[src/rtl/muldiv_arb_pkg.sv]
// Types and constants shared by the mul/div arbiter, its interface and the round-robin picker.
package muldiv_arb_pkg;

  localparam int MAX_HARTS   = 8;
  localparam int HART_ID_W   = $clog2(MAX_HARTS);
  localparam int XLEN        = 32;
  localparam int REG_ADDR_W  = 5;
  localparam int MULDIV_OP_W = 4;

  localparam logic [MULDIV_OP_W-1:0] MULDIV_OP_MUL    = 4'd0;
  localparam logic [MULDIV_OP_W-1:0] MULDIV_OP_MULH   = 4'd1;
  localparam logic [MULDIV_OP_W-1:0] MULDIV_OP_MULHSU = 4'd2;
  localparam logic [MULDIV_OP_W-1:0] MULDIV_OP_MULHU  = 4'd3;
  localparam logic [MULDIV_OP_W-1:0] MULDIV_OP_DIV    = 4'd4;
  localparam logic [MULDIV_OP_W-1:0] MULDIV_OP_DIVU   = 4'd5;
  localparam logic [MULDIV_OP_W-1:0] MULDIV_OP_REM    = 4'd6;
  localparam logic [MULDIV_OP_W-1:0] MULDIV_OP_REMU   = 4'd7;

  typedef enum logic [1:0] {A_IDLE, A_ISSUE, A_WAIT} arb_state_t;

  typedef struct packed {
    logic [MULDIV_OP_W-1:0] op;
    logic [XLEN-1:0]        a;
    logic [XLEN-1:0]        b;
    logic [REG_ADDR_W-1:0]  rd;
  } muldiv_req_t;

endpackage

[src/rtl/muldiv_arbiter_if.sv]
// Hart-side request/response and unit-side issue/completion signals of the mul/div arbiter.
// slave is the arbiter's view; master is the environment (harts plus the unit).
interface muldiv_arbiter_if
  import muldiv_arb_pkg::*;
#(
  parameter int NUM_HARTS = 4,
  parameter int OP_W      = 4
);
  logic [NUM_HARTS-1:0]            req_valid;
  logic [NUM_HARTS-1:0]            req_ready;
  logic [NUM_HARTS*OP_W-1:0]       req_op;
  logic [NUM_HARTS*XLEN-1:0]       req_a;
  logic [NUM_HARTS*XLEN-1:0]       req_b;
  logic [NUM_HARTS*REG_ADDR_W-1:0] req_rd;
  logic [NUM_HARTS-1:0]            flush;
  logic [NUM_HARTS-1:0]            rsp_valid;
  logic [XLEN-1:0]                 rsp_data;
  logic [REG_ADDR_W-1:0]           rsp_rd;

  logic                            muldiv_start;
  logic [OP_W-1:0]                 muldiv_op;
  logic [XLEN-1:0]                 muldiv_a;
  logic [XLEN-1:0]                 muldiv_b;
  logic [REG_ADDR_W-1:0]           muldiv_rd;
  logic [HART_ID_W-1:0]            muldiv_hart_id;
  logic                            muldiv_busy;
  logic                            muldiv_done;
  logic [XLEN-1:0]                 muldiv_result;
  logic [HART_ID_W-1:0]            muldiv_done_hart_id;
  logic [REG_ADDR_W-1:0]           muldiv_done_rd;

  modport slave (
    input  req_valid, req_op, req_a, req_b, req_rd, flush,
    input  muldiv_busy, muldiv_done, muldiv_result, muldiv_done_hart_id, muldiv_done_rd,
    output req_ready, rsp_valid, rsp_data, rsp_rd,
    output muldiv_start, muldiv_op, muldiv_a, muldiv_b, muldiv_rd, muldiv_hart_id
  );

  modport master (
    output req_valid, req_op, req_a, req_b, req_rd, flush,
    output muldiv_busy, muldiv_done, muldiv_result, muldiv_done_hart_id, muldiv_done_rd,
    input  req_ready, rsp_valid, rsp_data, rsp_rd,
    input  muldiv_start, muldiv_op, muldiv_a, muldiv_b, muldiv_rd, muldiv_hart_id
  );
endinterface

[src/rtl/rr_arbiter.sv]
// Round-robin picker: combinational one-hot grant, search starts one past the last advanced grant.
// No backpressure of its own; the pointer moves only when the caller asserts advance.
module rr_arbiter
  import muldiv_arb_pkg::*;
#(
  parameter int NUM_HARTS = 4
) (
  input  logic                 clk,
  input  logic                 rst,
  input  logic [NUM_HARTS-1:0] req,
  input  logic                 advance,
  output logic [NUM_HARTS-1:0] grant,
  output logic [HART_ID_W-1:0] grant_idx
);

  logic [HART_ID_W-1:0] ptr;
  logic [NUM_HARTS-1:0] upper;
  logic                 found;

  // Prefer requesters at or above the pointer, then wrap to the lowest index.
  always_comb begin
    upper     = '0;
    found     = 1'b0;
    grant_idx = '0;
    grant     = '0;
    for (int j = 0; j < NUM_HARTS; j++) begin
      upper[j] = req[j] && (HART_ID_W'(j) >= ptr);
    end
    for (int j = 0; j < NUM_HARTS; j++) begin
      if (!found && upper[j]) begin
        found     = 1'b1;
        grant_idx = HART_ID_W'(j);
      end
    end
    for (int j = 0; j < NUM_HARTS; j++) begin
      if (!found && req[j]) begin
        found     = 1'b1;
        grant_idx = HART_ID_W'(j);
      end
    end
    for (int j = 0; j < NUM_HARTS; j++) begin
      grant[j] = found && (grant_idx == HART_ID_W'(j));
    end
  end

  always_ff @(posedge clk) begin
    if (rst) begin
      ptr <= '0;
    end else if (advance) begin
      ptr <= (grant_idx == HART_ID_W'(NUM_HARTS - 1)) ? '0 : grant_idx + 1'b1;
    end
  end

endmodule

[src/rtl/muldiv_arbiter.sv]
// Shares one iterative mul/div unit among NUM_HARTS harts via one-deep per-hart slots and round-robin issue.
// Grant one edge after capture; a slot refuses new work while full or flushed; results of flushed harts are dropped.
module muldiv_arbiter
  import muldiv_arb_pkg::*;
#(
  parameter int NUM_HARTS = 4,
  parameter int OP_W      = 4
) (
  input  logic              clk,
  input  logic              rst,
  muldiv_arbiter_if.slave   bus,
  output logic              err
);

  muldiv_req_t          slot [NUM_HARTS];
  muldiv_req_t          sel;
  logic [NUM_HARTS-1:0] full;
  logic [NUM_HARTS-1:0] pend;
  logic [NUM_HARTS-1:0] take;
  logic [NUM_HARTS-1:0] grant;
  logic [NUM_HARTS-1:0] cur_oh;
  logic [HART_ID_W-1:0] grant_idx;
  logic                 issue;
  logic                 drop;
  logic                 flush_cur;
  arb_state_t           state;

  assign pend          = full & ~bus.flush;
  assign bus.req_ready = ~full & ~bus.flush;
  assign take          = bus.req_valid & bus.req_ready;
  assign issue         = (state == A_IDLE) && (|pend) && !bus.muldiv_busy;
  assign flush_cur     = |(bus.flush & cur_oh);

  rr_arbiter #(.NUM_HARTS(NUM_HARTS)) u_rr (
    .clk       (clk),
    .rst       (rst),
    .req       (pend),
    .advance   (issue),
    .grant     (grant),
    .grant_idx (grant_idx)
  );

  always_comb begin
    sel = '0;
    for (int h = 0; h < NUM_HARTS; h++) begin
      if (grant[h]) sel = slot[h];
    end
  end

  always_ff @(posedge clk) begin
    if (rst) begin
      full <= '0;
      for (int h = 0; h < NUM_HARTS; h++) slot[h] <= '0;
    end else begin
      for (int h = 0; h < NUM_HARTS; h++) begin
        if (take[h]) begin
          full[h] <= 1'b1;
          slot[h] <= '{op: MULDIV_OP_W'(bus.req_op[h*OP_W +: OP_W]),
                       a:  bus.req_a[h*XLEN +: XLEN],
                       b:  bus.req_b[h*XLEN +: XLEN],
                       rd: bus.req_rd[h*REG_ADDR_W +: REG_ADDR_W]};
        end else if (bus.flush[h] || (issue && grant[h])) begin
          full[h] <= 1'b0;
        end
      end
    end
  end

  always_ff @(posedge clk) begin
    if (rst) begin
      state              <= A_IDLE;
      cur_oh             <= '0;
      drop               <= 1'b0;
      err                <= 1'b0;
      bus.muldiv_start   <= 1'b0;
      bus.muldiv_op      <= '0;
      bus.muldiv_a       <= '0;
      bus.muldiv_b       <= '0;
      bus.muldiv_rd      <= '0;
      bus.muldiv_hart_id <= '0;
      bus.rsp_valid      <= '0;
      bus.rsp_data       <= '0;
      bus.rsp_rd         <= '0;
    end else begin
      bus.rsp_valid <= '0;
      case (state)
        A_IDLE: begin
          if (issue) begin
            cur_oh             <= grant;
            bus.muldiv_hart_id <= grant_idx;
            bus.muldiv_op      <= OP_W'(sel.op);
            bus.muldiv_a       <= sel.a;
            bus.muldiv_b       <= sel.b;
            bus.muldiv_rd      <= sel.rd;
            bus.muldiv_start   <= 1'b1;
            state              <= A_ISSUE;
          end
        end
        A_ISSUE: begin
          bus.muldiv_start <= 1'b0;
          if (bus.muldiv_done) err <= 1'b1;
          if (flush_cur) drop <= 1'b1;
          state <= A_WAIT;
        end
        A_WAIT: begin
          if (flush_cur) drop <= 1'b1;
          if (bus.muldiv_done) begin
            bus.rsp_data <= bus.muldiv_result;
            bus.rsp_rd   <= bus.muldiv_done_rd;
            // A flush landing together with done still kills the response.
            if (!(drop || flush_cur)) bus.rsp_valid <= cur_oh;
            if (bus.muldiv_done_hart_id != bus.muldiv_hart_id) err <= 1'b1;
            drop  <= 1'b0;
            state <= A_IDLE;
          end
        end
        default: state <= A_IDLE;
      endcase
    end
  end

endmodule

[src/flat_wrapper.sv]
// flat-port wrapper written by rule: the top's interface ports become plain ports
module muldiv_arbiter_flat import muldiv_arb_pkg::*;
#(
  parameter int NUM_HARTS = 4,
  parameter int OP_W      = 4
)
  (clk, rst, err, bus_req_valid, bus_req_op, bus_req_a, bus_req_b, bus_req_rd, bus_flush, bus_muldiv_busy, bus_muldiv_done, bus_muldiv_result, bus_muldiv_done_hart_id, bus_muldiv_done_rd, bus_req_ready, bus_rsp_valid, bus_rsp_data, bus_rsp_rd, bus_muldiv_start, bus_muldiv_op, bus_muldiv_a, bus_muldiv_b, bus_muldiv_rd, bus_muldiv_hart_id);
  muldiv_arbiter_if #(.NUM_HARTS(NUM_HARTS), .OP_W(OP_W)) bus_i ();
  input  logic clk;
  input  logic rst;
  output logic err;
  input wire logic [$bits(bus_i.req_valid)-1:0] bus_req_valid;
  input wire logic [$bits(bus_i.req_op)-1:0] bus_req_op;
  input wire logic [$bits(bus_i.req_a)-1:0] bus_req_a;
  input wire logic [$bits(bus_i.req_b)-1:0] bus_req_b;
  input wire logic [$bits(bus_i.req_rd)-1:0] bus_req_rd;
  input wire logic [$bits(bus_i.flush)-1:0] bus_flush;
  input wire logic [$bits(bus_i.muldiv_busy)-1:0] bus_muldiv_busy;
  input wire logic [$bits(bus_i.muldiv_done)-1:0] bus_muldiv_done;
  input wire logic [$bits(bus_i.muldiv_result)-1:0] bus_muldiv_result;
  input wire logic [$bits(bus_i.muldiv_done_hart_id)-1:0] bus_muldiv_done_hart_id;
  input wire logic [$bits(bus_i.muldiv_done_rd)-1:0] bus_muldiv_done_rd;
  output wire logic [$bits(bus_i.req_ready)-1:0] bus_req_ready;
  output wire logic [$bits(bus_i.rsp_valid)-1:0] bus_rsp_valid;
  output wire logic [$bits(bus_i.rsp_data)-1:0] bus_rsp_data;
  output wire logic [$bits(bus_i.rsp_rd)-1:0] bus_rsp_rd;
  output wire logic [$bits(bus_i.muldiv_start)-1:0] bus_muldiv_start;
  output wire logic [$bits(bus_i.muldiv_op)-1:0] bus_muldiv_op;
  output wire logic [$bits(bus_i.muldiv_a)-1:0] bus_muldiv_a;
  output wire logic [$bits(bus_i.muldiv_b)-1:0] bus_muldiv_b;
  output wire logic [$bits(bus_i.muldiv_rd)-1:0] bus_muldiv_rd;
  output wire logic [$bits(bus_i.muldiv_hart_id)-1:0] bus_muldiv_hart_id;
  assign bus_i.req_valid = bus_req_valid;
  assign bus_i.req_op = bus_req_op;
  assign bus_i.req_a = bus_req_a;
  assign bus_i.req_b = bus_req_b;
  assign bus_i.req_rd = bus_req_rd;
  assign bus_i.flush = bus_flush;
  assign bus_i.muldiv_busy = bus_muldiv_busy;
  assign bus_i.muldiv_done = bus_muldiv_done;
  assign bus_i.muldiv_result = bus_muldiv_result;
  assign bus_i.muldiv_done_hart_id = bus_muldiv_done_hart_id;
  assign bus_i.muldiv_done_rd = bus_muldiv_done_rd;
  assign bus_req_ready = bus_i.req_ready;
  assign bus_rsp_valid = bus_i.rsp_valid;
  assign bus_rsp_data = bus_i.rsp_data;
  assign bus_rsp_rd = bus_i.rsp_rd;
  assign bus_muldiv_start = bus_i.muldiv_start;
  assign bus_muldiv_op = bus_i.muldiv_op;
  assign bus_muldiv_a = bus_i.muldiv_a;
  assign bus_muldiv_b = bus_i.muldiv_b;
  assign bus_muldiv_rd = bus_i.muldiv_rd;
  assign bus_muldiv_hart_id = bus_i.muldiv_hart_id;
  muldiv_arbiter #(.NUM_HARTS(NUM_HARTS), .OP_W(OP_W)) u_core (.clk(clk), .rst(rst), .bus(bus_i), .err(err));
endmodule
[config.mk]
export PLATFORM = sky130hd
export DESIGN_NAME = muldiv_arbiter_flat
export DESIGN_NICKNAME = d
export VERILOG_FILES = /design/src/rtl/muldiv_arb_pkg.sv /design/src/rtl/muldiv_arbiter_if.sv /design/src/rtl/rr_arbiter.sv /design/src/rtl/muldiv_arbiter.sv /design/src/flat_wrapper.sv
export SDC_FILE = /design/constraint.sdc
export NUM_CORES = 1
export LEC_CHECK = 0
export CORE_MARGIN = 2
export CORE_UTILIZATION = 50
export CTS_BUF_LIST = sky130_fd_sc_hd__clkbuf_16
export CTS_CLUSTER_DIAMETER = 150
export DETAILED_ROUTE_END_ITERATION = 7
export DONT_BUFFER_PORTS = 1
export HOLD_SLACK_MARGIN = 0.08
export PLACE_DENSITY = 0.8
export SYNTH_ARGS = -nofsm -noshare
export SYNTH_HDL_FRONTEND = slang
export SYNTH_SLANG_ARGS = --single-unit
[constraint.sdc]
create_clock -name clk -period 2.8 [get_ports clk]
set_input_delay 0.42 -clock clk [delete_from_list [all_inputs] [get_ports clk]]
set_output_delay 0.42 -clock clk [all_outputs]
set_load 0.01 [all_outputs]
==> flow_summary.html, run 1 <==
<table>
<tr><th>Metric</th><th>Value</th></tr>
<tr><th colspan="2">Pwr</th></tr>
<tr><td>Flop pwr share</td><td>50.4%</td></tr>
<tr><td>Clock network power share</td><td>between 30% and 40%</td></tr>
<tr><td>Sw frac</td><td>between 20% and 30%</td></tr>
<tr><td>Reported net switching power</td><td>3620 uW</td></tr>
<tr><td>Static power due to leakage</td><td>about 0.0085 uW</td></tr>
<tr><td>Cell-internal power</td><td>10900 uW</td></tr>
<tr><td>Ratio of total power to cell area</td><td>635 mW/mm2</td></tr>
<tr><td>Max VDD drop</td><td>0.537 mV</td></tr>
<tr><td>Combinational share of power</td><td>a little over a tenth</td></tr>
<tr><th colspan="2">Floorplanning</th></tr>
<tr><td>Row count</td><td>69</td></tr>
<tr><td>Initial standard-cell utilization of the core</td><td>between 50% and 60%</td></tr>
<tr><td>Die X-Extent</td><td>193 um</td></tr>
<tr><td>Core ar.</td><td>0.0354 mm2</td></tr>
<tr><td>Top-Level Pins</td><td>467</td></tr>
<tr><td>Y dimension of the die</td><td>193 um</td></tr>
<tr><td>Die area</td><td>~0.037 mm2</td></tr>
<tr><th colspan="2">Yosys</th></tr>
<tr><td>Most frequently used cell type in the post-synthesis netlist</td><td>sky130_fd_sc_hd__and2_1</td></tr>
<tr><td>Number of flops mapped to enable cells by yosys</td><td>292</td></tr>
<tr><td>Post-Synthesis Cell Area</td><td>0.0179 mm2</td></tr>
<tr><td>List of most frequent post-synthesis cells</td><td>sky130_fd_sc_hd__and2_1, sky130_fd_sc_hd__edfxtp_1, sky130_fd_sc_hd__dfxtp_1</td></tr>
<tr><td>Number of instances in the synthesized netlist</td><td>between 1000 and 1500</td></tr>
<tr><td>Sequential-to-total area share from yosys stat</td><td>63.8%</td></tr>
<tr><td>Number of register bits inferred by synthesis</td><td>423</td></tr>
<tr><td>Synth Flop Type</td><td>sky130_fd_sc_hd__edfxtp_1</td></tr>
<tr><td>Count of warnings emitted by yosys</td><td>0</td></tr>
<tr><td>Syn_area_per_cell</td><td>12.5 um2</td></tr>
<tr><td>Async SR Flop Fraction</td><td>0%</td></tr>
<tr><td>Count of unique library cells instantiated by Yosys</td><td>between 40 and 50</td></tr>
<tr><td>Library cell occupying the most area in the post-synthesis netlist</td><td>sky130_fd_sc_hd__edfxtp_1</td></tr>
<tr><td>Syn_nets</td><td>1778</td></tr>
<tr><td>Area contributors post-synth</td><td>sky130_fd_sc_hd__edfxtp_1, sky130_fd_sc_hd__dfxtp_1, sky130_fd_sc_hd__and2_1</td></tr>
<tr><td>Post-synth top area share</td><td>49.1%</td></tr>
<tr><th colspan="2">Route</th></tr>
<tr><td>DR vias/cell</td><td>6.15</td></tr>
<tr><td>Total length of routed wires</td><td>between 50000 and 60000 um</td></tr>
<tr><td>Number of iterations in the first detailed-routing pass</td><td>6</td></tr>
<tr><td>First DRT Iteration DRCs</td><td>between 1000 and 1500</td></tr>
<tr><td>Vias</td><td>13600</td></tr>
<tr><td>Post-detailed-route wirelength per cell</td><td>26.8 um</td></tr>
<tr><td>Final routed DRC violation total</td><td>0</td></tr>
<tr><td>Number of nets still failing antenna checks after routing</td><td>0</td></tr>
<tr><th colspan="2">Clock network</th></tr>
<tr><td>Buffer levels on the longest clock path</td><td>3</td></tr>
<tr><td>Total setup buffers inserted after CTS</td><td>0</td></tr>
<tr><td>Clock Sink Count</td><td>between 400 and 500</td></tr>
<tr><td>Clock root buffer</td><td>sky130_fd_sc_hd__clkbuf_16</td></tr>
<tr><td>Number of H-tree branching levels</td><td>2</td></tr>
<tr><td>CTS tree</td><td>built</td></tr>
<tr><td>Insertion delay to the later sink of the worst-skew pair</td><td>570 ps</td></tr>
<tr><td>Number of buffers inserted during clock tree synthesis</td><td>44</td></tr>
<tr><td>CTS clk-pin slew, worst paths</td><td>70 ps</td></tr>
<tr><th colspan="2">Placed design</th></tr>
<tr><td>Detailed Place HPWL</td><td>between 30000 and 40000 um</td></tr>
<tr><td># port buffers</td><td>0</td></tr>
<tr><td>Global placement routability congestion</td><td>0.880</td></tr>
<tr><td>Number of placed instances, taps included</td><td>1803</td></tr>
<tr><td>Standard cell area after detailed placement</td><td>~0.018 mm2</td></tr>
<tr><th colspan="2">Hold path</th></tr>
<tr><td>End of the worst hold path</td><td>u_core.slot[2][6]</td></tr>
<tr><td>Min-delay src</td><td>bus_req_b[65]</td></tr>
<tr><td>Worst hold path type</td><td>input pin to flop</td></tr>
<tr><td>Instance count along the most critical hold path</td><td>1</td></tr>
<tr><th colspan="2">Timing</th></tr>
<tr><td>Max Freq</td><td>0.381 GHz</td></tr>
<tr><td>Final total negative setup slack</td><td>0 ps</td></tr>
<tr><td>Number of hold-slack violations in the final timing report</td><td>0</td></tr>
<tr><td>RSZ-0062 raised after global routing</td><td>no</td></tr>
<tr><td>Tightest slew margin relative to the limit</td><td>33.2%</td></tr>
<tr><td>Shortest clock period the worst path allows after layout</td><td>2620 ps</td></tr>
<tr><td>Worst-case hold slack</td><td>96.1 ps</td></tr>
<tr><td>Clock Skews</td><td>24.4 ps</td></tr>
<tr><td>Max-slew violation total from the final report</td><td>0</td></tr>
<tr><td>Final Cycle Share</td><td>about 94%</td></tr>
<tr><td>Final number of setup-violating endpoints</td><td>0</td></tr>
<tr><td>Worst-margin pin slew</td><td>1000 ps</td></tr>
<tr><th colspan="2">Layout</th></tr>
<tr><td>Total Nets Final</td><td>2055</td></tr>
<tr><td>Total non-filler cell area in the finished layout</td><td>0.0228 mm2</td></tr>
<tr><td>Finished Layout Cells</td><td>about 2200</td></tr>
<tr><td>Area overhead of the layout relative to synthesis</td><td>27.7%</td></tr>
<tr><td>Layout cells sized above 1</td><td>11.1%</td></tr>
<tr><th colspan="2">Critical path</th></tr>
<tr><td>Endpoint arrival time on the critical path</td><td>3090 ps</td></tr>
<tr><td>Maximum fanout along the worst path</td><td>36</td></tr>
<tr><td>Source of the worst register-to-register timing path</td><td>u_core.full[2]</td></tr>
<tr><td>Path depth of the worst reg2reg path</td><td>8</td></tr>
<tr><td>R2R setup slack</td><td>roughly 180 ps</td></tr>
<tr><td>Critical path class</td><td>flop to flop</td></tr>
<tr><td>Startpoint Class</td><td>flop</td></tr>
<tr><td>CP Capture Type</td><td>flop</td></tr>
<tr><td>Reg2Reg Capture Point</td><td>u_core.bus.muldiv_a[13]</td></tr>
<tr><td>Required arrival time at the worst endpoint</td><td>3270 ps</td></tr>
<tr><th colspan="2">GRT</th></tr>
<tr><td>Gr ovfl total</td><td>0</td></tr>
<tr><td>Vias in the first global route</td><td>14100</td></tr>
<tr><td>GRT Total Usage</td><td>30.6%</td></tr>
<tr><td>Initial antenna violation count</td><td>13</td></tr>
<tr><td>Global-route wire length before repair</td><td>84300 um</td></tr>
<tr><td>Largest net degree at the start of global routing</td><td>124</td></tr>
<tr><th colspan="2">Outcome</th></tr>
<tr><td>Outcome</td><td>complete, no violations</td></tr>
<tr><th colspan="2">Flow run</th></tr>
<tr><td>Max-cap violations</td><td>0</td></tr>
</table>
## worst max-delay path by stage
stage / depth (start not counted) / slack, ps / start / endpoint
after CTS: 9 / 190 / u_core.full[1] / u_core.bus.muldiv_a[7]
after detailed placement: 9 / 150 / bus_flush[1] / u_core.bus.muldiv_a[30]
final: 8 / 180 / u_core.full[2] / u_core.bus.muldiv_a[13]
after global placement: 9 / 250 / bus_flush[1] / u_core.bus.muldiv_rd[2]
after global routing: 9 / 90 / u_core.full[0] / u_core.bus.muldiv_a[13]
after floorplan: 3 / -110 / rst / u_core.slot[0][0]
## layer usage
metal | share of wire [%] | vias up | track usage, %
met5 | 0.040 | - | 0
met4 | 4.9 | 4 | 16.5
met3 | 11 | 222 | 7.42
met2 | 50 | 1083 | 52.9
met1 | 34 | 6525 | 35.1
li1 | - | 5784 | -
## power groups by stage
| stage | clock network (uW) | logic (uW) | registers [uW] |
|---|---|---|---|
| after CTS | 5620 | 1490 | 7270 |
| after floorplan | 0 | 826 | 7360 |
| final | 5640 | 1550 | 7290 |
| after global routing | 5900 | 1640 | 7310 |
| after detailed placement | 0 | 1100 | 7400 |
| after global placement | 0 | 1060 | 7390 |
## placed cells by master (no fill, tap or decap), types with 2 or more instances in the layout
master,count
sky130_fd_sc_hd__a211oi_1,4
sky130_fd_sc_hd__a21oi_1,119
sky130_fd_sc_hd__a221oi_1,3
sky130_fd_sc_hd__a221oi_2,70
sky130_fd_sc_hd__a22oi_1,2
sky130_fd_sc_hd__a31o_2,3
sky130_fd_sc_hd__and2_1,297
sky130_fd_sc_hd__and3_1,73
sky130_fd_sc_hd__buf_12,12
sky130_fd_sc_hd__buf_4,24
sky130_fd_sc_hd__bufinv_16,2
sky130_fd_sc_hd__clkbuf_16,45
sky130_fd_sc_hd__clkinv_1,6
sky130_fd_sc_hd__clkinv_2,6
sky130_fd_sc_hd__clkinv_4,2
sky130_fd_sc_hd__dfxtp_1,131
sky130_fd_sc_hd__diode_2,11
sky130_fd_sc_hd__dlygate4sd3_1,316
sky130_fd_sc_hd__edfxtp_1,292
sky130_fd_sc_hd__ha_1,5
sky130_fd_sc_hd__inv_1,19
sky130_fd_sc_hd__inv_6,4
sky130_fd_sc_hd__mux2i_1,2
sky130_fd_sc_hd__nand2_1,96
sky130_fd_sc_hd__nand2_4,4
sky130_fd_sc_hd__nand2b_1,4
sky130_fd_sc_hd__nor2_1,10
sky130_fd_sc_hd__nor2_4,6
sky130_fd_sc_hd__nor2b_1,4
sky130_fd_sc_hd__nor2b_2,2
sky130_fd_sc_hd__o21ai_0,74
sky130_fd_sc_hd__o221a_2,2
sky130_fd_sc_hd__o22a_1,3
sky130_fd_sc_hd__o22ai_1,73
sky130_fd_sc_hd__xnor2_1,2
## per-stage QoR
stage,power (uW),setup slack (ps),utilization [%]
floorplan,8180,-113,-
global placement,8450,251,51.5
detailed placement,8500,149,51.5
CTS,14400,187,64.3
global route,14900,94.1,64.4
finish,14500,179,64.4
## timing repair
| action | 4_1_cts | 5_1_grt |
|---|---|---|
| hold buffers | 315 | 2 |
| hold endpoints to repair | 400 | 2 |
| resized for setup | 0 | 1 |
| endpoints found under the setup margin | 0 | 23 |
## registers in the layout, indices dropped and copies added, names as in the netlist, 2 cells and up
register and count:
u_core.u_rr.ptr 2, u_core.bus.muldiv_b 32, u_core.bus.muldiv_a 32, u_core.bus.rsp_valid 4, u_core.bus.muldiv_op 4, u_core.full 4
u_core.bus.muldiv_hart_id 2, u_core.cur_oh 4, u_core.state 2, u_core.bus.muldiv_rd 5, u_core.bus.rsp_data 32, u_core.slot 292
u_core.bus.rsp_rd 5
## worst max-delay path, cell delays in order (launching register included)
cell	delay, ps
sky130_fd_sc_hd__dfxtp_1	400
sky130_fd_sc_hd__nand2b_1	160
sky130_fd_sc_hd__o221a_2	280
sky130_fd_sc_hd__o22a_1	210
sky130_fd_sc_hd__ha_2	310
sky130_fd_sc_hd__nor3_4	220
sky130_fd_sc_hd__buf_4	420
sky130_fd_sc_hd__o21ai_0	260
sky130_fd_sc_hd__o22ai_1	240
## final cells by class
| type | instances | area (um2) |
|---|---|---|
| timing repair buffer | 353 | 3610 |
| clock inverter | 37 | 236 |
| fill | 2360 | 12600 |
| multi-input combinational | 877 | 5810 |
| clock buffer | 45 | 1130 |
| antenna | 11 | 27.5 |
| tap | 461 | 577 |
| sequential | 423 | 11400 |
| inverter | 6 | 22.5 |
## cell families (layout without fill, tap and decap cells)
| group | count (synthesis) | count (layout) | synth area share, % |
|---|---|---|---|
| AND/OR/NAND/NOR | 505 | 505 | 16.2 |
| AO/OA/AOI/OAI | 361 | 361 | 15.2 |
| adder cells (fa/ha/maj) | 6 | 6 | 0.421 |
| buffers and inverters | 128 | 441 | 4.14 |
| flip-flops | 423 | 423 | 63.8 |
| multiplexers | 2 | 2 | 0.112 |
| XOR/XNOR | 2 | 2 | 0.0981 |
| other | 1 | 12 | 0.0210 |
Power figures use the tool's default switching activity.
==> run 2, diff against run 1 <==
--- a/config.mk
+++ b/config.mk
@@ -5,14 +5,16 @@
 export SDC_FILE = /design/constraint.sdc
 export NUM_CORES = 1
 export LEC_CHECK = 0
+export CELL_PAD_IN_SITES_DETAIL_PLACEMENT = 0
+export CELL_PAD_IN_SITES_GLOBAL_PLACEMENT = 1
 export CORE_MARGIN = 2
-export CORE_UTILIZATION = 50
+export CORE_UTILIZATION = 45
 export CTS_BUF_LIST = sky130_fd_sc_hd__clkbuf_16
 export CTS_CLUSTER_DIAMETER = 150
 export DETAILED_ROUTE_END_ITERATION = 7
 export DONT_BUFFER_PORTS = 1
 export HOLD_SLACK_MARGIN = 0.08
-export PLACE_DENSITY = 0.8
+export PLACE_DENSITY = 0.87
 export SYNTH_ARGS = -nofsm -noshare
 export SYNTH_HDL_FRONTEND = slang
 export SYNTH_SLANG_ARGS = --single-unit
==> run 2 against run 1 <==
  * Clock power rose by 3.7%
  * Sequential share of layout area down 0.68 points
  * Clock skew down 7.2 ps
  * Setup slack lost 42 ps
  * Combinational power is essentially flat
  * Count of clock-buffer cells in the layout grew 2
  * Hold slack better by 15 ps
  * Core utilization decreased by 5.0 points
  * Non-clock buffer count rose by 8
  * First-iteration DRC count down 14%
  * Critical path type unchanged
==> flow_summary.html, run 2 (same netlist as run 1, synthesis figures left out) <==
<table>
<tr><th>Metric</th><th>Value</th></tr>
<tr><th colspan="2">Timing</th></tr>
<tr><td>Tightest slew margin relative to the limit</td><td>23.4% (-9.8 points)</td></tr>
<tr><td>Worst-case hold slack</td><td>111 ps (+14.6 ps)</td></tr>
<tr><td>RSZ-0062 raised after global routing</td><td>no</td></tr>
<tr><td>Max-slew violation total from the final report</td><td>0 (unchanged)</td></tr>
<tr><td>Max Freq</td><td>0.376 GHz (-1.6%)</td></tr>
<tr><td>Clock Skews</td><td>17.2 ps (-7.19 ps)</td></tr>
<tr><td>Shortest clock period the worst path allows after layout</td><td>2660 ps (+41.6 ps)</td></tr>
<tr><td>Number of hold-slack violations in the final timing report</td><td>0 (unchanged)</td></tr>
<tr><td>Worst-margin pin slew</td><td>1150 ps (+146 ps)</td></tr>
<tr><td>Final number of setup-violating endpoints</td><td>0 (unchanged)</td></tr>
<tr><td>Final Cycle Share</td><td>95.1% (+1.5 points)</td></tr>
<tr><th colspan="2">Layout</th></tr>
<tr><td>Register ranked first by flip-flop count</td><td>u_core.slot</td></tr>
<tr><td>Number of filler cells placed in the layout</td><td>2827 (+20%)</td></tr>
<tr><td>Top library cells by usage in the layout, fill and taps aside</td><td>sky130_fd_sc_hd__dlygate4sd3_1, sky130_fd_sc_hd__and2_1, sky130_fd_sc_hd__edfxtp_1, sky130_fd_sc_hd__dfxtp_1, sky130_fd_sc_hd__a21oi_1</td></tr>
<tr><td>Final core area utilization</td><td>59.4% (-5.0 points)</td></tr>
<tr><td>Most common library cell in the layout ignoring fill and taps</td><td>sky130_fd_sc_hd__dlygate4sd3_1</td></tr>
<tr><td>Finished Layout Cells</td><td>2281 (+3.1%)</td></tr>
<tr><td>Total Nets Final</td><td>2064 (+0.44%)</td></tr>
<tr><td>Max FFs per register</td><td>292 (unchanged)</td></tr>
<tr><td>Layout cells sized above 1</td><td>10.7% (-0.41 points)</td></tr>
<tr><td>Area overhead of the layout relative to synthesis</td><td>29.5%</td></tr>
<tr><th colspan="2">Floorplanning</th></tr>
<tr><td>Y dimension of the die</td><td>203 um (+5.3%)</td></tr>
<tr><td>Die X-Extent</td><td>203 um (+5.3%)</td></tr>
<tr><td>Top-Level Pins</td><td>467 (unchanged)</td></tr>
<tr><td>Die area</td><td>0.0413 mm2 (+11%)</td></tr>
<tr><td>Core ar.</td><td>0.0389 mm2 (+9.9%)</td></tr>
<tr><td>Initial standard-cell utilization of the core</td><td>45.9% (-4.6 points)</td></tr>
<tr><td>Row count</td><td>72 (+4.3%)</td></tr>
<tr><th colspan="2">Clock network</th></tr>
<tr><td>Number of buffers inserted during clock tree synthesis</td><td>45 (+2.3%)</td></tr>
<tr><td>Clock Sink Count</td><td>423 (unchanged)</td></tr>
<tr><td>CTS clk-pin slew, worst paths</td><td>60 ps (about the same)</td></tr>
<tr><td>Number of H-tree branching levels</td><td>2 (unchanged)</td></tr>
<tr><td>Buffer levels on the longest clock path</td><td>3 (unchanged)</td></tr>
<tr><td>Total setup buffers inserted after CTS</td><td>0 (unchanged)</td></tr>
<tr><td>CTS tree</td><td>built</td></tr>
<tr><td>Clock root buffer</td><td>sky130_fd_sc_hd__clkbuf_16</td></tr>
<tr><td>Insertion delay to the later sink of the worst-skew pair</td><td>570 ps (about the same)</td></tr>
<tr><th colspan="2">Route</th></tr>
<tr><td>Vias</td><td>13500 (-1.1%)</td></tr>
<tr><td>Total length of routed wires</td><td>58200 um (-2.0%)</td></tr>
<tr><td>Final routed DRC violation total</td><td>0 (unchanged)</td></tr>
<tr><td>Post-detailed-route wirelength per cell</td><td>25.5 um (-4.9%)</td></tr>
<tr><td>Number of iterations in the first detailed-routing pass</td><td>6 (unchanged)</td></tr>
<tr><td>DR vias/cell</td><td>5.91 (-4.0%)</td></tr>
<tr><td>First DRT Iteration DRCs</td><td>1220 (-14%)</td></tr>
<tr><td>Number of nets still failing antenna checks after routing</td><td>0 (unchanged)</td></tr>
<tr><th colspan="2">Placed design</th></tr>
<tr><td># port buffers</td><td>0 (unchanged)</td></tr>
<tr><td>Detailed Place HPWL</td><td>32300 um (+1.5%)</td></tr>
<tr><td>Global placement routability congestion</td><td>0.874 (-0.77%)</td></tr>
<tr><td>Number of placed instances, taps included</td><td>1858 (+3.1%)</td></tr>
<tr><th colspan="2">Hold path</th></tr>
<tr><td>Worst hold path type</td><td>input pin to flop</td></tr>
<tr><th colspan="2">Outcome</th></tr>
<tr><td>Outcome</td><td>complete, no violations</td></tr>
<tr><th colspan="2">Critical path</th></tr>
<tr><td>Critical path class</td><td>flop to flop</td></tr>
<tr><td>CP Capture Type</td><td>flop</td></tr>
<tr><td>Maximum fanout along the worst path</td><td>13 (-64%)</td></tr>
<tr><td>Endpoint arrival time on the critical path</td><td>3120 ps (+30 ps)</td></tr>
<tr><td>Startpoint Class</td><td>flop</td></tr>
<tr><td>Required arrival time at the worst endpoint</td><td>3260 ps (about the same)</td></tr>
<tr><th colspan="2">Pwr</th></tr>
<tr><td>Ratio of total power to cell area</td><td>636 mW/mm2 (+0.21%)</td></tr>
<tr><td>Max VDD drop</td><td>0.700 mV (+30%)</td></tr>
<tr><td>Static power due to leakage</td><td>0.00862 uW (+1.1%)</td></tr>
<tr><th colspan="2">GRT</th></tr>
<tr><td>Gr ovfl total</td><td>0 (unchanged)</td></tr>
<tr><td>Largest net degree at the start of global routing</td><td>124 (unchanged)</td></tr>
<tr><td>Global-route wire length before repair</td><td>85500 um (+1.4%)</td></tr>
<tr><td>GRT Total Usage</td><td>27.6% (-3.0 points)</td></tr>
<tr><td>Vias in the first global route</td><td>14000 (-0.47%)</td></tr>
<tr><td>Initial antenna violation count</td><td>13 (unchanged)</td></tr>
<tr><th colspan="2">Flow run</th></tr>
<tr><td>Max-cap violations</td><td>0 (unchanged)</td></tr>
</table>
==> run 2: cell count changes in the layout (fill, tap and decap cells not counted), sizes merged <==
cell         delta
bufinv          +2
dlygate4sd3    +10
clkinv          +1
diode           +1
buf             -2
inv             -3
clkbuf          +2
==> run 2: worst max-delay path: stages (launching register included) <==
cell	delay, ps
sky130_fd_sc_hd__dfxtp_1	350
sky130_fd_sc_hd__nor2b_1	500
sky130_fd_sc_hd__a211oi_1	110
sky130_fd_sc_hd__o22a_1	260
sky130_fd_sc_hd__inv_1	70
sky130_fd_sc_hd__ha_1	180
sky130_fd_sc_hd__o211a_4	400
sky130_fd_sc_hd__buf_4	300
sky130_fd_sc_hd__a221oi_2	110
sky130_fd_sc_hd__o22ai_1	260
==> run 2: stage by stage <==
stage / cell area [um2] / power (uW) / setup slack [ps] / setup TNS (ps)
CTS: 23100 / 14700 / 157 / 0
floorplan: 17900 / 8180 / -113 / -33080
finish: 23100 / 14700 / 137 / 0
global route: 23100 / 15200 / 48.4 / 0
global placement: 18300 / 8510 / 234 / 0
detailed placement: 18300 / 8550 / 142 / 0
==> run 2: layer usage <==
metal | vias to the layer above | wire length [um] | GRT usage [%]
li1 | 5820 | - | -
met1 | 6534 | 20900 | 33.5
met2 | 952 | 28900 | 47.0
met3 | 165 | 6160 | 6.15
met4 | 0 | 2270 | 12.5
met5 | - | 0 | 0
==> run 2: where the power goes <==
part | total (uW) | switching [uW] | internal, uW
Combinational | 1560 | 878 | 684
Clock | 5850 | 2460 | 3400
Sequential | 7290 | 215 | 7070
==> run 2: timing repair <==
action / 4_1_cts / 5_1_grt
setup endpoints to repair: 0 / 9
endpoints found under the hold margin: 411 / 1
gates resized for setup: 0 / 1
hold buffers: 326 / 1
==> run 2: path summary, 6_finish.rpt <==
check	startpoint	end	slack, ps	depth (start not counted)
max	u_core.full[1]	u_core.bus.muldiv_b[26]	140	9
min	bus_req_op[1]	u_core.slot[0][70]	110	1
max reg2reg	u_core.full[1]	u_core.bus.muldiv_b[26]	140	9
min reg2reg	u_core.cur_oh[0]	u_core.cur_oh[0]	470	2
==> run 2: final cells by class <==
cell class	count	area (um2)	area share, %
Multi-Input combinational cell	877	5810	25.1
Timing Repair Buffer	361	3770	16.3
Sequential cell	423	11400	49.3
Antenna cell	12	30.0	0.130
Inverter	6	22.5	0.0974
Clock inverter	37	267	1.15
Tap cell	518	648	2.80
Clock buffer	47	1180	5.09
==> run 3, diff against run 2 <==
--- a/config.mk
+++ b/config.mk
@@ -14,7 +14,8 @@
 export DETAILED_ROUTE_END_ITERATION = 7
 export DONT_BUFFER_PORTS = 1
 export HOLD_SLACK_MARGIN = 0.08
-export PLACE_DENSITY = 0.87
+export PLACE_DENSITY = 0.88
 export SYNTH_ARGS = -nofsm -noshare
 export SYNTH_HDL_FRONTEND = slang
+export SYNTH_HIERARCHICAL = 1
 export SYNTH_SLANG_ARGS = --single-unit
==> run 3 against run 2 <==
  * First-iteration DRC count increased by 18%
  * The flow now finishes with violations (negative setup slack)
  * Synthesized cell count increased by 1.4%
  * Fmax decreased by 5.5%
  * Critical endpoint is now u_core/bus.muldiv_a[19]
  * Count of clock-buffer cells in the layout decreased by 1
  * Hold slack got worse by 6.5 ps
  * Cell count increased by 2.4%
  * Sequential cell count increased by 1
==> flow_summary.html, run 3 <==
<table>
<tr><th>Metric</th><th>Value</th></tr>
<tr><th colspan="2">Outcome</th></tr>
<tr><td>Outcome</td><td>complete, but fails checks</td></tr>
<tr><td>Violations in the final reports</td><td>negative setup slack</td></tr>
<tr><th colspan="2">Timing</th></tr>
<tr><td>Number of hold-slack violations in the final timing report</td><td>0 (unchanged)</td></tr>
<tr><td>RSZ-0062 raised after global routing</td><td>yes</td></tr>
<tr><td>Final number of setup-violating endpoints</td><td>3 (+3)</td></tr>
<tr><td>Final Worst Setup Slack</td><td>-18.8 ps (-156 ps)</td></tr>
<tr><td>Final total negative setup slack</td><td>-37.3 ps (-37.3 ps)</td></tr>
<tr><td>Max-slew violation total from the final report</td><td>0 (unchanged)</td></tr>
<tr><td>Tightest slew margin relative to the limit</td><td>50.1% (+27 points)</td></tr>
<tr><td>Clock Skews</td><td>22.1 ps (+4.87 ps)</td></tr>
<tr><td>Worst-margin pin slew</td><td>738 ps (-408 ps)</td></tr>
<tr><td>Max Freq</td><td>0.355 GHz (-5.5%)</td></tr>
<tr><td>Shortest clock period the worst path allows after layout</td><td>2820 ps (+156 ps)</td></tr>
<tr><td>Final Cycle Share</td><td>101% (+5.6 points)</td></tr>
<tr><th colspan="2">Route</th></tr>
<tr><td>Post-detailed-route wirelength per cell</td><td>26.2 um (+2.8%)</td></tr>
<tr><td>Number of iterations in the first detailed-routing pass</td><td>6 (unchanged)</td></tr>
<tr><td>Final routed DRC violation total</td><td>0 (unchanged)</td></tr>
<tr><td>First DRT Iteration DRCs</td><td>1443 (+18%)</td></tr>
<tr><td>Vias</td><td>14000 (+4.3%)</td></tr>
<tr><td>Number of nets still failing antenna checks after routing</td><td>0 (unchanged)</td></tr>
<tr><td>DR vias/cell</td><td>6.02 (+1.9%)</td></tr>
<tr><td>Total length of routed wires</td><td>61200 um (+5.2%)</td></tr>
<tr><th colspan="2">Critical path</th></tr>
<tr><td>Endpoint arrival time on the critical path</td><td>3330 ps (+210 ps)</td></tr>
<tr><td>Reg2Reg Capture Point</td><td>u_core/bus.muldiv_a[19]</td></tr>
<tr><td>Slowest cell on the critical path</td><td>sky130_fd_sc_hd__or4_1</td></tr>
<tr><td>Path depth of the worst reg2reg path</td><td>14 (+5)</td></tr>
<tr><td>CP Capture Type</td><td>flop</td></tr>
<tr><td>Source of the worst register-to-register timing path</td><td>u_core/full[0]</td></tr>
<tr><td>Series of cell instances along the critical path</td><td>nand2b_4, inv_4, a21oi_1, o22ai_4, inv_2, ha_1, inv_1, nor2_4, nand2b_4, buf_12, buf_4, o22ai_1, or4_1, a21oi_2</td></tr>
<tr><td>Delay of the slowest cell on the worst path</td><td>530 ps (+30 ps)</td></tr>
<tr><td>Required arrival time at the worst endpoint</td><td>3310 ps (+50 ps)</td></tr>
<tr><td>R2R setup slack</td><td>-20 ps (-160 ps)</td></tr>
<tr><td>Worst path buffer plus inverter count</td><td>5 (+3)</td></tr>
<tr><td>Startpoint Class</td><td>flop</td></tr>
<tr><td>Cell family contributing the most delay on the critical path</td><td>simple AND/OR/NAND/NOR gates</td></tr>
<tr><td>Most used cell, CP</td><td>sky130_fd_sc_hd__nand2b_4</td></tr>
<tr><td>Critical path class</td><td>flop to flop</td></tr>
<tr><td>Maximum fanout along the worst path</td><td>9 (-4)</td></tr>
<tr><th colspan="2">Yosys</th></tr>
<tr><td>Syn_nets</td><td>1801 (+1.3%)</td></tr>
<tr><td>Library cell occupying the most area in the post-synthesis netlist</td><td>sky130_fd_sc_hd__edfxtp_1</td></tr>
<tr><td>Area contributors post-synth</td><td>sky130_fd_sc_hd__edfxtp_1, sky130_fd_sc_hd__dfxtp_1, sky130_fd_sc_hd__and2_1</td></tr>
<tr><td>Number of register bits inferred by synthesis</td><td>424 (+0.24%)</td></tr>
<tr><td>Count of unique library cells instantiated by Yosys</td><td>38 (-21%)</td></tr>
<tr><td>List of most frequent post-synthesis cells</td><td>sky130_fd_sc_hd__and2_1, sky130_fd_sc_hd__edfxtp_1, sky130_fd_sc_hd__dfxtp_1</td></tr>
<tr><td>Most frequently used cell type in the post-synthesis netlist</td><td>sky130_fd_sc_hd__and2_1</td></tr>
<tr><td>Post-synth top area share</td><td>50.4% (+1.3 points)</td></tr>
<tr><td>Async SR Flop Fraction</td><td>0% (unchanged)</td></tr>
<tr><td>Sequential-to-total area share from yosys stat</td><td>65.6% (+1.8 points)</td></tr>
<tr><td>Number of flops mapped to enable cells by yosys</td><td>292 (unchanged)</td></tr>
<tr><td>Count of warnings emitted by yosys</td><td>6 (+6)</td></tr>
<tr><td>Post-Synthesis Cell Area</td><td>0.0174 mm2 (-2.6%)</td></tr>
<tr><td>Syn_area_per_cell</td><td>12.0 um2 (-4.0%)</td></tr>
<tr><td>Synth Flop Type</td><td>sky130_fd_sc_hd__edfxtp_1</td></tr>
<tr><td>Number of instances in the synthesized netlist</td><td>1448 (+1.4%)</td></tr>
<tr><th colspan="2">Layout</th></tr>
<tr><td>Finished Layout Cells</td><td>2335 (+2.4%)</td></tr>
<tr><td>Layout cells sized above 1</td><td>11.1% (+0.33 points)</td></tr>
<tr><td>Max FFs per register</td><td>292 (unchanged)</td></tr>
<tr><td>Total non-filler cell area in the finished layout</td><td>0.0237 mm2 (+2.4%)</td></tr>
<tr><td>Register ranked first by flip-flop count</td><td>u_core/slot</td></tr>
<tr><td>Total Nets Final</td><td>2136 (+3.5%)</td></tr>
<tr><td>Area overhead of the layout relative to synthesis</td><td>36.1%</td></tr>
<tr><td>Top library cells by usage in the layout, fill and taps aside</td><td>sky130_fd_sc_hd__dlygate4sd3_1, sky130_fd_sc_hd__and2_1, sky130_fd_sc_hd__edfxtp_1, sky130_fd_sc_hd__dfxtp_1, sky130_fd_sc_hd__a21oi_1</td></tr>
<tr><td>Most common library cell in the layout ignoring fill and taps</td><td>sky130_fd_sc_hd__dlygate4sd3_1</td></tr>
<tr><td>Number of filler cells placed in the layout</td><td>2695 (-4.7%)</td></tr>
<tr><th colspan="2">Placed design</th></tr>
<tr><td>Number of placed instances, taps included</td><td>1887 (+1.6%)</td></tr>
<tr><td>Standard cell area after detailed placement</td><td>0.0183 mm2 (-0.18%)</td></tr>
<tr><td>Detailed Place HPWL</td><td>31700 um (-1.8%)</td></tr>
<tr><td>Global placement routability congestion</td><td>0.838 (-4.1%)</td></tr>
<tr><td># port buffers</td><td>0 (unchanged)</td></tr>
<tr><th colspan="2">Clock network</th></tr>
<tr><td>Clock root buffer</td><td>sky130_fd_sc_hd__clkbuf_16</td></tr>
<tr><td>CTS clk-pin slew, worst paths</td><td>70 ps (about the same)</td></tr>
<tr><td>Number of H-tree branching levels</td><td>2 (unchanged)</td></tr>
<tr><td>Number of buffers inserted during clock tree synthesis</td><td>45 (unchanged)</td></tr>
<tr><td>Buffer levels on the longest clock path</td><td>3 (unchanged)</td></tr>
<tr><td>Clock Sink Count</td><td>424 (+0.24%)</td></tr>
<tr><td>Insertion delay to the later sink of the worst-skew pair</td><td>580 ps (about the same)</td></tr>
<tr><td>CTS tree</td><td>built</td></tr>
<tr><th colspan="2">Hold path</th></tr>
<tr><td>Min-delay src</td><td>bus_req_b[1]</td></tr>
<tr><td>Worst hold path type</td><td>input pin to flop</td></tr>
<tr><td>Instance count along the most critical hold path</td><td>1 (unchanged)</td></tr>
<tr><td>End of the worst hold path</td><td>u_core/slot[0][6]</td></tr>
<tr><th colspan="2">GRT</th></tr>
<tr><td>Global-route wire length before repair</td><td>86700 um (+1.4%)</td></tr>
<tr><td>Gr ovfl total</td><td>0 (unchanged)</td></tr>
<tr><td>GRT Total Usage</td><td>28.2% (+0.65 points)</td></tr>
<tr><td>Largest net degree at the start of global routing</td><td>90 (-27%)</td></tr>
<tr><td>Initial antenna violation count</td><td>7 (-6)</td></tr>
<tr><td>Vias in the first global route</td><td>14500 (+3.4%)</td></tr>
<tr><th colspan="2">Floorplanning</th></tr>
<tr><td>Y dimension of the die</td><td>201 um (-1.3%)</td></tr>
<tr><td>Initial standard-cell utilization of the core</td><td>45.9% (+0.061 points)</td></tr>
<tr><td>Die X-Extent</td><td>201 um (-1.3%)</td></tr>
<tr><td>Core ar.</td><td>0.0378 mm2 (-2.8%)</td></tr>
<tr><td>Die area</td><td>0.0402 mm2 (-2.6%)</td></tr>
<tr><td>Row count</td><td>71 (-1.4%)</td></tr>
<tr><td>Top-Level Pins</td><td>467 (unchanged)</td></tr>
<tr><th colspan="2">Flow run</th></tr>
<tr><td>Max-cap violations</td><td>0 (unchanged)</td></tr>
<tr><th colspan="2">Pwr</th></tr>
<tr><td>Ratio of total power to cell area</td><td>624 mW/mm2 (-1.9%)</td></tr>
<tr><td>Static power due to leakage</td><td>0.00867 uW (+0.65%)</td></tr>
<tr><td>Max VDD drop</td><td>0.706 mV (+0.92%)</td></tr>
</table>
[run 3: metal layers]
metal  share of wire (%)  GRT usage [%]  routed length, um
met5                   0              0                  0
met4                 5.0           15.4               3070
met3                 9.9           5.57               6050
met2                  50           49.3              30800
met1                  35           32.8              21300
[run 3: layout make-up]
cell class	count	area, um2	area share, %
sequential	424	11400	48.3
multi-input combinational	881	5650	23.9
timing repair buffer	417	4530	19.1
clock buffer	46	1150	4.87
tap	511	639	2.70
clock inverter	35	186	0.788
inverter	14	62.6	0.264
antenna	7	17.5	0.0740
[run 3: power by group]
| part | switching, uW | total (uW) | internal [uW] |
|---|---|---|---|
| Clock | 2470 | 5540 | 3060 |
| Combinational | 1140 | 1930 | 799 |
| Sequential | 209 | 7300 | 7090 |
| Total | 3820 | 14800 | 10900 |
[run 3: worst max path at each step]
stage | start | endpoint | slack [ps] | cells past startpoint
3_3_place_gp | bus_flush[0] | u_core/bus.muldiv_b[31] | -190 | 13
5_1_grt | u_core/full[1] | u_core/bus.muldiv_a[22] | -120 | 14
6_report | u_core/full[0] | u_core/bus.muldiv_a[19] | -20 | 14
3_5_place_dp | bus_flush[0] | u_core/bus.muldiv_b[31] | -250 | 13
2_1_floorplan | rst | u_core/slot[0][0] | -190 | 4
4_1_cts | u_core/full[0] | u_core/bus.muldiv_op[2] | 0.1 | 13
[run 3: kinds of logic after synthesis]
kind of cell    synth area share [%]
other cells                   0.0216
fa+ha+maj                      0.648
compound gates                  12.9
buf+inv                         3.41
simple gates                    17.1
mux                            0.173
xor+xnor                       0.151
flops                           65.6
[run 3: repair_timing]
| action | 4_1_cts | 5_1_grt |
|---|---|---|
| buffers inserted | 2 | 10 |
| setup endpoints to repair | 66 | 74 |
| endpoints found under the hold margin | 412 | 0 |
| gates cloned | 2 | 10 |
| hold buffers | 336 | 0 |
| gates resized for setup | 6 | 50 |
| pin swaps | 0 | 22 |
[run 3: metrics by stage]
stage	util, %	worst slack (ps)	power (uW)	hold WS [ps]
2_1_floorplan	-	-187	8210	446
3_3_place_gp	48.4	-193	8650	462
3_5_place_dp	48.4	-249	8710	484
4_1_cts	61.2	0.0993	14500	80.5
5_1_grt	62.5	-122	15200	97.4
6_report	62.5	-18.8	14800	104
